### src/rtl/branch_unit_pred_pkg.sv
// Shared definitions for the branch unit: branch-control encoding and BHT constants.
// Imported by the top-level comparator and by the BHT sub-module.
package branch_unit_pred_pkg;

  localparam logic [2:0] BR_NONE  = 3'd0;
  localparam logic [2:0] BR_EQ    = 3'd1;
  localparam logic [2:0] BR_NE    = 3'd2;
  localparam logic [2:0] BR_LT    = 3'd3;
  localparam logic [2:0] BR_GE    = 3'd4;
  localparam logic [2:0] BR_LTU   = 3'd5;
  localparam logic [2:0] BR_GEU   = 3'd6;
  localparam logic [2:0] BR_NONE7 = 3'd7;

  // Weakly not-taken: one taken branch is enough to flip the prediction.
  localparam logic [1:0] BHT_RST_VAL = 2'b01;
  localparam logic [1:0] BHT_MAX     = 2'b11;
  localparam logic [1:0] BHT_MIN     = 2'b00;

  function automatic logic is_branch_ctrl(input logic [2:0] ctrl);
    return (ctrl >= BR_EQ) && (ctrl <= BR_GEU);
  endfunction

endpackage

### src/rtl/branch_unit_pred_bht_2bit.sv
// Branch history table of 2-bit saturating counters: combinational read,
// single saturating update port, synchronous reset of every entry to weakly not-taken.
module bht_2bit
  import branch_unit_pred_pkg::*;
#(
  parameter int XLEN    = 32,
  parameter int DEPTH   = 64,
  parameter int IDX_LSB = 2
) (
  input  logic            clk,
  input  logic            rst,
  input  logic [XLEN-1:0] rd_pc,
  output logic            rd_taken,
  input  logic            wr_en,
  input  logic [XLEN-1:0] wr_pc,
  input  logic            wr_taken
);

  localparam int IDX_W = (DEPTH > 1) ? $clog2(DEPTH) : 1;

  logic [1:0]       ctr_reg [DEPTH];
  logic [DEPTH-1:0] wr_sel;
  logic [IDX_W-1:0] rd_idx;
  logic [IDX_W-1:0] wr_idx;
  logic [1:0]       cur_ctr;
  logic [1:0]       ctr_next;
  logic             unused_pc_bits;

  assign rd_idx = rd_pc[IDX_LSB +: IDX_W];
  assign wr_idx = wr_pc[IDX_LSB +: IDX_W];
  // Upper PC bits intentionally alias onto the same entries.
  assign unused_pc_bits = ^{rd_pc, wr_pc};

  // No write-to-read bypass: a same-cycle update is seen on the next cycle.
  assign rd_taken = ctr_reg[rd_idx][1];

  always_comb begin
    cur_ctr  = ctr_reg[wr_idx];
    ctr_next = cur_ctr;
    if (wr_taken) begin
      if (cur_ctr != BHT_MAX) ctr_next = cur_ctr + 2'b01;
    end else begin
      if (cur_ctr != BHT_MIN) ctr_next = cur_ctr - 2'b01;
    end
  end

  genvar gi;
  generate
    for (gi = 0; gi < DEPTH; gi++) begin : g_sel
      assign wr_sel[gi] = wr_en && (wr_idx == IDX_W'(gi));
    end
  endgenerate

  always_ff @(posedge clk) begin
    if (rst) begin
      for (int i = 0; i < DEPTH; i++) ctr_reg[i] <= BHT_RST_VAL;
    end else begin
      for (int i = 0; i < DEPTH; i++) begin
        if (wr_sel[i]) ctr_reg[i] <= ctr_next;
      end
    end
  end

endmodule

### src/rtl/branch_unit_pred.sv
// EX-stage branch resolver: six RV32I conditional compares, registered outcome,
// mispredict flag against an owned 2-bit BHT, and saturating branch/mispredict counters.
module branch_unit_pred
  import branch_unit_pred_pkg::*;
#(
  parameter int XLEN      = 32,
  parameter int BHT_DEPTH = 64,
  parameter int IDX_LSB   = 2,
  parameter int CNT_W     = 32
) (
  input  logic             clk,
  input  logic             rst,
  input  logic [XLEN-1:0]  if_pc,
  output logic             if_pred_taken,
  input  logic             ex_valid,
  input  logic             ex_stall,
  input  logic [XLEN-1:0]  ex_pc,
  input  logic [XLEN-1:0]  ex_a,
  input  logic [XLEN-1:0]  ex_b,
  input  logic [2:0]       ex_br_ctrl,
  input  logic             ex_pred_taken,
  output logic             br_valid,
  output logic             br_true,
  output logic             br_mispredict,
  output logic [CNT_W-1:0] br_cnt,
  output logic [CNT_W-1:0] mis_cnt
);

  logic            signed_cmp;
  logic [XLEN:0]   a_ext;
  logic [XLEN:0]   b_ext;
  logic [XLEN:0]   diff;
  logic            lt;
  logic            eq;
  logic            taken;
  logic            is_br;
  logic            mispredict;
  logic            upd_en;

  logic             br_valid_reg, br_valid_next;
  logic             br_true_reg, br_true_next;
  logic             br_mis_reg, br_mis_next;
  logic [CNT_W-1:0] br_cnt_reg, br_cnt_next;
  logic [CNT_W-1:0] mis_cnt_reg, mis_cnt_next;

  // One extra bit makes the borrow the true sign of a-b, so signed overflow cannot flip lt.
  always_comb begin
    signed_cmp = (ex_br_ctrl == BR_LT) || (ex_br_ctrl == BR_GE);
    a_ext      = {signed_cmp & ex_a[XLEN-1], ex_a};
    b_ext      = {signed_cmp & ex_b[XLEN-1], ex_b};
    diff       = a_ext - b_ext;
    lt         = diff[XLEN];
    eq         = (ex_a == ex_b);
    taken      = 1'b0;
    case (ex_br_ctrl)
      BR_EQ:             taken = eq;
      BR_NE:             taken = !eq;
      BR_LT, BR_LTU:     taken = lt;
      BR_GE, BR_GEU:     taken = !lt;
      default:           taken = 1'b0;
    endcase
  end

  assign is_br      = ex_valid && is_branch_ctrl(ex_br_ctrl);
  assign mispredict = is_br && (taken != ex_pred_taken);
  assign upd_en     = is_br && !ex_stall;

  always_comb begin
    br_valid_next = br_valid_reg;
    br_true_next  = br_true_reg;
    br_mis_next   = br_mis_reg;
    br_cnt_next   = br_cnt_reg;
    mis_cnt_next  = mis_cnt_reg;
    if (!ex_stall) begin
      br_valid_next = is_br;
      br_true_next  = is_br && taken;
      br_mis_next   = mispredict;
      if (is_br && (br_cnt_reg != {CNT_W{1'b1}}))
        br_cnt_next = br_cnt_reg + CNT_W'(1);
      if (mispredict && (mis_cnt_reg != {CNT_W{1'b1}}))
        mis_cnt_next = mis_cnt_reg + CNT_W'(1);
    end
  end

  always_ff @(posedge clk) begin
    if (rst) begin
      br_valid_reg <= 1'b0;
      br_true_reg  <= 1'b0;
      br_mis_reg   <= 1'b0;
      br_cnt_reg   <= '0;
      mis_cnt_reg  <= '0;
    end else begin
      br_valid_reg <= br_valid_next;
      br_true_reg  <= br_true_next;
      br_mis_reg   <= br_mis_next;
      br_cnt_reg   <= br_cnt_next;
      mis_cnt_reg  <= mis_cnt_next;
    end
  end

  assign br_valid      = br_valid_reg;
  assign br_true       = br_true_reg;
  assign br_mispredict = br_mis_reg;
  assign br_cnt        = br_cnt_reg;
  assign mis_cnt       = mis_cnt_reg;

  bht_2bit #(
    .XLEN    (XLEN),
    .DEPTH   (BHT_DEPTH),
    .IDX_LSB (IDX_LSB)
  ) u_bht (
    .clk      (clk),
    .rst      (rst),
    .rd_pc    (if_pc),
    .rd_taken (if_pred_taken),
    .wr_en    (upd_en),
    .wr_pc    (ex_pc),
    .wr_taken (taken)
  );

endmodule

### config.mk
export PLATFORM = sky130hd
export DESIGN_NAME = branch_unit_pred
export DESIGN_NICKNAME = d
export VERILOG_FILES = /design/src/rtl/branch_unit_pred_pkg.sv /design/src/rtl/branch_unit_pred_bht_2bit.sv /design/src/rtl/branch_unit_pred.sv
export SDC_FILE = /design/constraint.sdc
export NUM_CORES = 1
export LEC_CHECK = 0
export ABC_CLOCK_PERIOD_IN_PS = 12700
export BUFFER_PORTS_ARGS = -buffer_cell sky130_fd_sc_hd__buf_4
export CORE_AREA = 2 2 184 186
export DETAILED_ROUTE_END_ITERATION = 6
export DIE_AREA = 0 0 186 188
export HOLD_SLACK_MARGIN = 0.03
export REMOVE_ABC_BUFFERS = 1
export SLEW_MARGIN = 20
export SYNTH_ARGS = -nofsm -noshare
export SYNTH_HDL_FRONTEND = slang
export SYNTH_SLANG_ARGS = --single-unit
### constraint.sdc
create_clock -name clk -period 12.7 [get_ports clk]
set_input_delay 2.54 -clock clk [delete_from_list [all_inputs] [get_ports clk]]
set_output_delay 2.54 -clock clk [all_outputs]
set_load 0.02 [all_outputs]
==> results of run 1 <==
-- per-stage QoR --
step                hold WS (ns)  utilization  instances  cell area, µm²
floorplan                  0.527            -        898           10500
global placement           0.448        0.369       1502           12200
detailed placement         0.451        0.369       1502           12200
CTS                        0.465        0.387       1534           12800
global route               0.482        0.387       1534           12800
finish                     0.462        0.387       1534           12800
-- power by group --
part | switching (mW) | total (mW) | internal [mW] | leakage, nW
sequential | 0.0109 | 0.723 | 0.712 | 1.74
clock | 0.272 | 0.554 | 0.281 | 0.286
combinational | 0.103 | 0.186 | 0.0838 | 2.71
total | 0.386 | 1.46 | 1.08 | 4.73
-- cell families (layout without fill, tap and decap cells) --
family	count (synthesis)	after routing	synth area share
compound gates	109	109	0.0677
simple gates	400	400	0.193
fa+ha+maj	35	35	0.0406
mux	77	77	0.145
buf+inv	102	233	0.0408
flops	195	195	0.482
xor+xnor	37	37	0.0301
-- metal layers --
metal  vias up  wire, µm  track usage  share of wire
met3        33      1330       0.0299          0.050
met2       216     13200        0.262           0.50
li1       3765         -            -              -
met4         0       504       0.0475          0.019
met1      3835     11500        0.201           0.43
met5         -         0            0              0
-- worst max-delay path by stage --
| stage | start | endpoint |
|---|---|---|
| 4_1_cts | if_pc[2] | if_pred_taken |
| 3_3_place_gp | if_pc[2] | if_pred_taken |
| 5_1_grt | if_pc[2] | if_pred_taken |
| 2_1_floorplan | if_pc[2] | if_pred_taken |
| 3_5_place_dp | if_pc[2] | if_pred_taken |
| 6_report | if_pc[2] | if_pred_taken |
-- cell type report --
type | count | area, µm² | share of cell area
inverters | 45 | 169 | 0.0132
repair buffers | 156 | 1170 | 0.0915
multi-input cells | 658 | 5130 | 0.401
clock buffers | 18 | 429 | 0.0335
well taps | 448 | 561 | 0.0438
flip-flops and latches | 195 | 5180 | 0.405
clock inverters | 14 | 158 | 0.0123
-- cells in the mapped netlist (all sizes together) (2+ instances only) --
cell	count
edfxtp	128
nor2	103
nand2	78
dfxtp	67
mux4	62
nand3	48
inv	45
clkbuf	39
ha	34
a21oi	33
nand2b	28
nor3	26
xor2	24
nand4	23
a21o	22
o21ai	21
or3	19
buf	18
nor2b	14
xnor2	13
and3	12
o21bai	12
or2	12
mux2	11
nor4	9
and4	8
and2	5
nand4b	5
or4	5
mux2i	4
o31ai	4
a22oi	3
o211ai	3
a31oi	2
o311a	2
-- worst max-delay path, cell delays in order --
cell    delay (ns)
buf_4         0.33
mux4_2        0.59
mux4_2        0.53
mux4_2        0.50
buf_4         0.18
-- cells in the final DEF (no fill, tap or decap), types with 4 or more instances in the layout --
cell	n
nand3_1	48
inv_6	4
mux2_1	4
mux2_2	7
nor2_1	101
nand2b_1	28
o21ai_0	19
xnor2_1	13
ha_1	34
nand4b_1	5
inv_1	45
and4_1	8
edfxtp_1	128
nor2b_1	14
dfxtp_1	67
clkbuf_16	17
nor3_1	25
a21o_1	22
o21bai_1	12
buf_4	156
nor4_1	6
or3_1	19
and2_1	4
nand2_1	78
nand4_1	20
mux2i_1	4
o31ai_1	4
inv_8	5
xor2_1	24
or2_2	12
mux4_2	62
a21oi_1	32
and3_1	12
==> summary.txt, run 1 <==
Worst setup path
  • Cells on worst reg2reg path: 7
  • CP startpoint kind: input pin
  • Reg2reg end: u_bht.ctr_reg[40][0]$_DFFE_PP_
  • Kind of critical path: in -> out
  • Worst R2R Setup Slack: 9.04 ns
  • Critical path capture point type: output pin
  • Worst Path Arrival: 4.67 ns
  • FF-to-FF Start: u_bht.ctr_reg[47][1]$_DFFE_PP_
  • CP required: 10.16 ns
  • Critical path peak fanout: 16

Logic synthesis
  • Synthesized instance count: 955
  • Mapped Avg Cell Area: 11.3 µm²
  • Area leader, netlist: edfxtp_1
  • Post-synthesis sequential element count: 195
  • Ys async rst share: 0
  • Synth warnings: 0
  • Register area share after synthesis: 0.482
  • Yosys top cell area share: 0.357
  • Most used DFF post-synth: edfxtp_1
  • Netlist cell types: 61
  • Synth Cell Area: 10800 µm²
  • Top post-synthesis cells by area: edfxtp_1, mux4_2, dfxtp_1
  • Number of synthesized flops with an enable pin: 128

CTS
  • Clock latency on the worst-skew pair: 0.45 ns
  • Clock Sinks: 195
  • CTS tree: done
  • CTS Hold Bufs: 0
  • Max Root-Sink Buffers: 2
  • Clock slew at reported path FFs: 0.08 ns
  • Cts repair resizes: 0
  • Post-CTS Setup Bufs: 0
  • Clock root buffer: clkbuf_16
  • Total CTS buffers: 17
  • H-tree depth: 4

Floorplanning
  • I/O pins: 204
  • Row Count: 67
  • Die area: 35000 µm²
  • Die Span Y: 188 µm
  • Core area: 33100 µm²
  • Die width: 186 µm
  • Initial core utilization: 0.325

Routing
  • Vias/cell: 5.12
  • Final ANT Viol Nets: 0
  • Routed WL: 26600 µm
  • Iter 0 DRT Violations: 439
  • Per-cell routed wire length: 17.3 µm
  • Remaining DRCs: 0
  • DR vias: 7849
  • TritonRoute pass-1 iters: 5

Power and ir drop
  • Pwr dens: 114 nW/µm²
  • Leakage power: 4.73 nW
  • Peak supply drop: 0.0905 mV
  • Design Power: 1.46 mW

Cells and area
  • Fillers: 3237
  • Max reg flops: 128
  • Final net count: 1243
  • Area delta synth->final: 19.1%
  • Share of cells above drive strength 1: 0.262
  • Ant diodes: 0

GRT
  • Global-route wire length before repair: 41800 µm
  • Vias in the first global route: 7753
  • Global router's overall resource usage: 0.155
  • Initial antenna violation count: 0
  • Largest net degree at the start of global routing: 81
  • Grt ovf: 0

STA
  • RSZ-0062 raised after global routing: false
  • Crit path time final: 7.21 ns
  • Final setup TNS: 0 ns
  • Fin. Hold Viols: 0
  • Least-Margin Pin Slew: 0.984 ns
  • Final period utilization: 0.568
  • Relative slew slack: 0.339
  • Final setup viols: 0
  • Max Fclk: 139 MHz
  • Clock skew: 0.0166 ns
  • Setup WS post-layout: 5.49 ns
  • Final slew viol count: 0

Status
  • Outcome: finished, final reports clean

Place
  • Number of port buffers: 151
  • DP Worst Slack: 5.46 ns
  • Routability cong.: 0.793
  • Post-DP HPWL: 18500 µm

Min path
  • Min-Delay Endpoint: br_valid$_SDFFE_PP0N_
  • Hold path depth: 2
  • HP Class: reg -> reg
  • Hold path start: br_valid$_SDFFE_PP0N_

Run
  • # Max-Cap Violations: 0
(Power assumes the default switching activity.)
==> inputs of run 2 (changes only) <==
ABC_CLOCK_PERIOD_IN_PS = 7000   (was 12700)
clock period = 7 ns   (was 12.7 ns; I/O delays follow)
==> run 2 against run 1 <==
Net effect: critical path depth increased by 7; worst setup slack got worse by 3.7 ns; clock power increased by 76%; final area about the same; final cell count unchanged.
==> summary.txt, run 2 (synthesis gave the netlist of run 1 again) <==
Status
  • Outcome: finished, final reports clean

Routing
  • Vias/cell: 5.12
  • Per-cell routed wire length: 17.0 µm
  • DR vias: 7854
  • Remaining DRCs: 0
  • Final ANT Viol Nets: 0
  • Routed WL: 26100 µm
  • Iter 0 DRT Violations: 505
  • TritonRoute pass-1 iters: 5

Worst setup path
  • CP startpoint kind: input pin
  • Worst path max stage delay: 0.69 ns
  • Kind of critical path: in -> reg
  • Buf+Inv Stages, Crit Path: 3
  • Slowest cell on the critical path: inv_1
  • Critical Path Start: ex_a[14]
  • FF-to-FF Start: u_bht.ctr_reg[14][1]$_SDFFCE_PN0P_
  • CP delay by family, top: compound AO/OA/AOI/OAI gates
  • Worst path cell trace: buf_4, ha_1, a21oi_1, nand2_1, a221o_1, o311a_1, a211oi_1, mux2i_1, maj3_2, nor2_4, buf_4, inv_1
  • Top cell by count, worst path: buf_4
  • Critical path capture point type: flop
  • CP required: 7.11 ns
  • Critical path peak fanout: 35
  • Worst Path Arrival: 5.36 ns

GRT
  • Global-route wire length before repair: 41400 µm
  • Largest net degree at the start of global routing: 75
  • Grt ovf: 0
  • Initial antenna violation count: 0
  • Vias in the first global route: 7769
  • Global router's overall resource usage: 0.152

CTS
  • Post-CTS Setup Bufs: 0
  • Clock latency on the worst-skew pair: 0.44 ns
  • H-tree depth: 4
  • Clock Sinks: 195
  • Cts repair resizes: 0
  • Clock slew at reported path FFs: 0.07 ns
  • Total CTS buffers: 17
  • Max Root-Sink Buffers: 2
  • CTS Hold Bufs: 0
  • CTS tree: done
  • Clock root buffer: clkbuf_16

Power and ir drop
  • Leakage power: 4.72 nW
  • Pwr dens: 205 nW/µm²
  • Peak supply drop: 0.143 mV

STA
  • Max Fclk: 190 MHz
  • Final setup viols: 0
  • Relative slew slack: 0.368
  • RSZ-0062 raised after global routing: false
  • Fin. Hold Viols: 0
  • Final slew viol count: 0
  • Crit path time final: 5.25 ns
  • Clock skew: 0.0162 ns
  • Least-Margin Pin Slew: 0.941 ns
  • Final setup TNS: 0 ns
  • Final period utilization: 0.750

Cells and area
  • Utilization after layout: 0.386
  • Area delta synth->final: 19.0%
  • Share of cells above drive strength 1: 0.262
  • Commonest non-fill, non-tap cell in the layout: buf_4
  • Most frequent cells in the layout: buf_4, edfxtp_1, nor2_1, nand2_1, dfxtp_1
  • Area taken by multi-input logic gates: 5140 µm²
  • Fillers: 3267
  • Max reg flops: 128
  • Final net count: 1243
  • Ant diodes: 0
  • Sequential cell area: 5180 µm²

Floorplanning
  • Die Span Y: 188 µm
  • I/O pins: 204
  • Die area: 35000 µm²
  • Die width: 186 µm
  • Initial core utilization: 0.325
  • Core area: 33100 µm²
  • Row Count: 67

Place
  • Number of port buffers: 151
  • Post-DP HPWL: 18300 µm
  • Routability cong.: 0.768

Min path
  • HP Class: reg -> reg
  • Hold path start: br_valid$_SDFFE_PP0N_

Run
  • # Max-Cap Violations: 0
-- run 2: cell count changes in the layout (fill, tap and decap cells not counted), sizes merged --
cell	delta
inv	-3
clkinv	+1
clkinvlp	+2
-- run 2: metal layers --
metal / share of wire / track usage / wire, µm / up-vias
li1: - / - / - / 3759
met4: 0.012 / 0.0400 / 316 / 0
met1: 0.44 / 0.198 / 11400 / 3875
met3: 0.053 / 0.0322 / 1380 / 18
met2: 0.50 / 0.255 / 13000 / 202
met5: 0 / 0 / 0 / -
-- run 2: final timing paths --
check	cells past startpoint	slack, ns	to
worst max-delay path	12	1.75	u_bht.ctr_reg[58][0]$_DFFE_PP_
worst min-delay path	2	0.46	br_valid$_SDFFE_PP0N_
worst max register to register	7	3.30	u_bht.ctr_reg[58][0]$_DFFE_PP_
worst min register to register	2	0.46	br_valid$_SDFFE_PP0N_
-- run 2: stage by stage --
| step | area [µm²] | setup WS [ns] | total power, mW | instances | hold WS, ns |
|---|---|---|---|---|---|
| 5_1_grt | 12800 | 1.45 | 2.72 | 1534 | 0.491 |
| 3_5_place_dp | 12200 | 1.25 | 1.68 | 1502 | 0.452 |
| 2_1_floorplan | 10500 | 2.07 | 1.52 | 898 | 0.527 |
| 4_1_cts | 12800 | 1.71 | 2.64 | 1534 | 0.463 |
| 6_report | 12800 | 1.75 | 2.62 | 1534 | 0.462 |
| 3_3_place_gp | 12200 | 1.33 | 1.67 | 1502 | 0.449 |
-- run 2: power breakdown --
group          leakage, nW  internal (mW)  total [mW]  switching, mW
registers             1.74           1.29        1.31         0.0213
clock network        0.270          0.501       0.973          0.472
logic                 2.71          0.152       0.335          0.183
-- run 2: worst min-delay path, cell delays in order (launching register included) --
cell and delay, ns:
dfxtp_1 0.32, nand2_1 0.05, a21oi_1 0.05
-- run 2: final cells by class --
| cell class | instances | area share |
|---|---|---|
| repair buffers | 156 | 0.0915 |
| multi-input cells | 658 | 0.402 |
| well taps | 448 | 0.0438 |
| clock inverters | 14 | 0.0110 |
| clock buffers | 18 | 0.0335 |
| inverters | 45 | 0.0132 |
| flip-flops and latches | 195 | 0.405 |
==> inputs of run 3 (changes only) <==
ABC_CLOCK_PERIOD_IN_PS = 5500   (was 7000)
clock period = 5.5 ns   (was 7 ns; I/O delays follow)
==> run 3 against run 2 <==
Net effect: worst setup slack got worse by 0.56 ns; critical path depth decreased by 7; clock skew increased by 0.00070 ns; via count increased by 0.34%; sequential power increased by 27%; sequential share of layout area decreased by 0.21 points; final area increased by 0.51%; clock power increased by 29%; routed wire length increased by 0.85%; first-iteration DRC count increased by 24%; critical endpoint is now if_pred_taken.
==> summary.txt, run 3 (synthesis gave the netlist of run 1 again) <==
Floorplanning
  • Initial core utilization: 0.325
  • Die area: 35000 µm²
  • Die width: 186 µm
  • Die Span Y: 188 µm
  • Core area: 33100 µm²
  • I/O pins: 204
  • Row Count: 67

STA
  • Least-Margin Pin Slew: 1.09 ns
  • Crit path time final: 4.31 ns
  • Final setup viols: 0
  • RSZ-0062 raised after global routing: false
  • Clock skew: 0.0169 ns
  • Fin. Hold Viols: 0
  • Final setup TNS: 0 ns
  • Max Fclk: 232 MHz
  • Final slew viol count: 0
  • Relative slew slack: 0.265
  • Fin Hold WS: 0.461 ns
  • Final period utilization: 0.783

GRT
  • Global router's overall resource usage: 0.155
  • Vias in the first global route: 7743
  • Initial antenna violation count: 0
  • Grt ovf: 0
  • Global-route wire length before repair: 41500 µm
  • Largest net degree at the start of global routing: 77

CTS
  • Clock slew at reported path FFs: 0.08 ns
  • Clock latency on the worst-skew pair: 0.46 ns
  • Max Root-Sink Buffers: 2
  • Clock Sinks: 195
  • CTS Hold Bufs: 0
  • Post-CTS Setup Bufs: 0
  • CTS tree: done
  • Cts repair resizes: 0
  • Total CTS buffers: 17
  • Clock root buffer: clkbuf_16
  • H-tree depth: 4

Status
  • Outcome: finished, final reports clean

Cells and area
  • Commonest non-fill, non-tap cell in the layout: buf_4
  • Final net count: 1249
  • Ant diodes: 0
  • Area delta synth->final: 19.6%
  • Fillers: 3179
  • Most frequent cells in the layout: buf_4, edfxtp_1, nor2_1, nand2_1, dfxtp_1
  • Max reg flops: 128
  • Share of cells above drive strength 1: 0.267

Routing
  • Routed WL: 26300 µm
  • Remaining DRCs: 0
  • Iter 0 DRT Violations: 628
  • DR vias: 7881
  • Final ANT Viol Nets: 0
  • TritonRoute pass-1 iters: 5
  • WL met3: 1460 µm
  • Top layer in use: met4
  • Per-cell routed wire length: 17.1 µm
  • Vias/cell: 5.12
  • Met1 WL: 11500 µm
  • Met2 WL: 12900 µm

Min path
  • HP Class: reg -> reg
  • Hold path start: br_valid$_SDFFE_PP0N_

Place
  • Routability cong.: 0.772
  • Number of port buffers: 151
  • Post-DP HPWL: 18400 µm

Worst setup path
  • Critical path capture point type: output pin
  • Reg2reg end: mis_cnt[25]$_SDFFE_PP0P_
  • Critical path endpoint: if_pred_taken
  • Kind of critical path: in -> out
  • Cells on worst reg2reg path: 9
  • Critical path peak fanout: 16
  • CP required: 4.40 ns
  • Worst Path Arrival: 3.21 ns
  • Worst R2R Setup Slack: 2.11 ns
  • CP startpoint kind: input pin
  • FF-to-FF Start: mis_cnt[4]$_SDFFE_PP0P_
  • Critical Path Start: if_pc[2]

Run
  • # Max-Cap Violations: 0

Power and ir drop
  • Peak supply drop: 0.218 mV
  • Pwr dens: 262 nW/µm²
  • Leakage power: 4.76 nW
## run 3: where the power goes
group / internal [mW] / total, mW / leakage (nW) / switching (mW)
Clock: 0.623 / 1.26 / 0.287 / 0.638
Sequential: 1.64 / 1.67 / 1.74 / 0.0270
Combinational: 0.200 / 0.435 / 2.74 / 0.235
## run 3: per-layer routing
metal	GRT usage	vias up
li1	-	3771
met1	0.203	3850
met4	0.0518	0
met3	0.0309	34
met5	0	-
met2	0.255	226
## run 3: stage by stage
stage | setup slack, ns | area, µm² | std cells | power [mW] | utilization
after floorplan | 0.871 | 10500 | 898 | 1.94 | -
after global placement | 0.785 | 12300 | 1508 | 2.13 | 0.370
after detailed placement | 0.730 | 12300 | 1508 | 2.14 | 0.370
after CTS | 1.15 | 12900 | 1540 | 3.40 | 0.388
after global routing | 1.07 | 12900 | 1540 | 3.49 | 0.388
final | 1.19 | 12900 | 1540 | 3.37 | 0.388
## run 3: how the worst min path moves through the flow
stage / slack (ns) / depth (start not counted) / endpoint
after floorplan: 0.53 / 2 / br_valid$_SDFFE_PP0N_
after global placement: 0.45 / 2 / br_valid$_SDFFE_PP0N_
after detailed placement: 0.46 / 2 / br_valid$_SDFFE_PP0N_
after CTS: 0.47 / 2 / br_valid$_SDFFE_PP0N_
after global routing: 0.49 / 2 / br_valid$_SDFFE_PP0N_
final: 0.46 / 2 / br_valid$_SDFFE_PP0N_
## run 3: layout make-up
type | count | area, µm² | share of cell area
timing repair buffer | 162 | 1220 | 0.0946
tap | 448 | 561 | 0.0436
multi-input combinational | 658 | 5130 | 0.399
clock inverter | 14 | 158 | 0.0123
clock buffer | 18 | 439 | 0.0341
inverter | 45 | 169 | 0.0131
sequential | 195 | 5180 | 0.403
## run 3: worst max-delay path: stages
cell	delay, ns
buf_4	0.33
mux4_2	0.58
mux4_2	0.55
mux4_2	0.47
buf_4	0.17
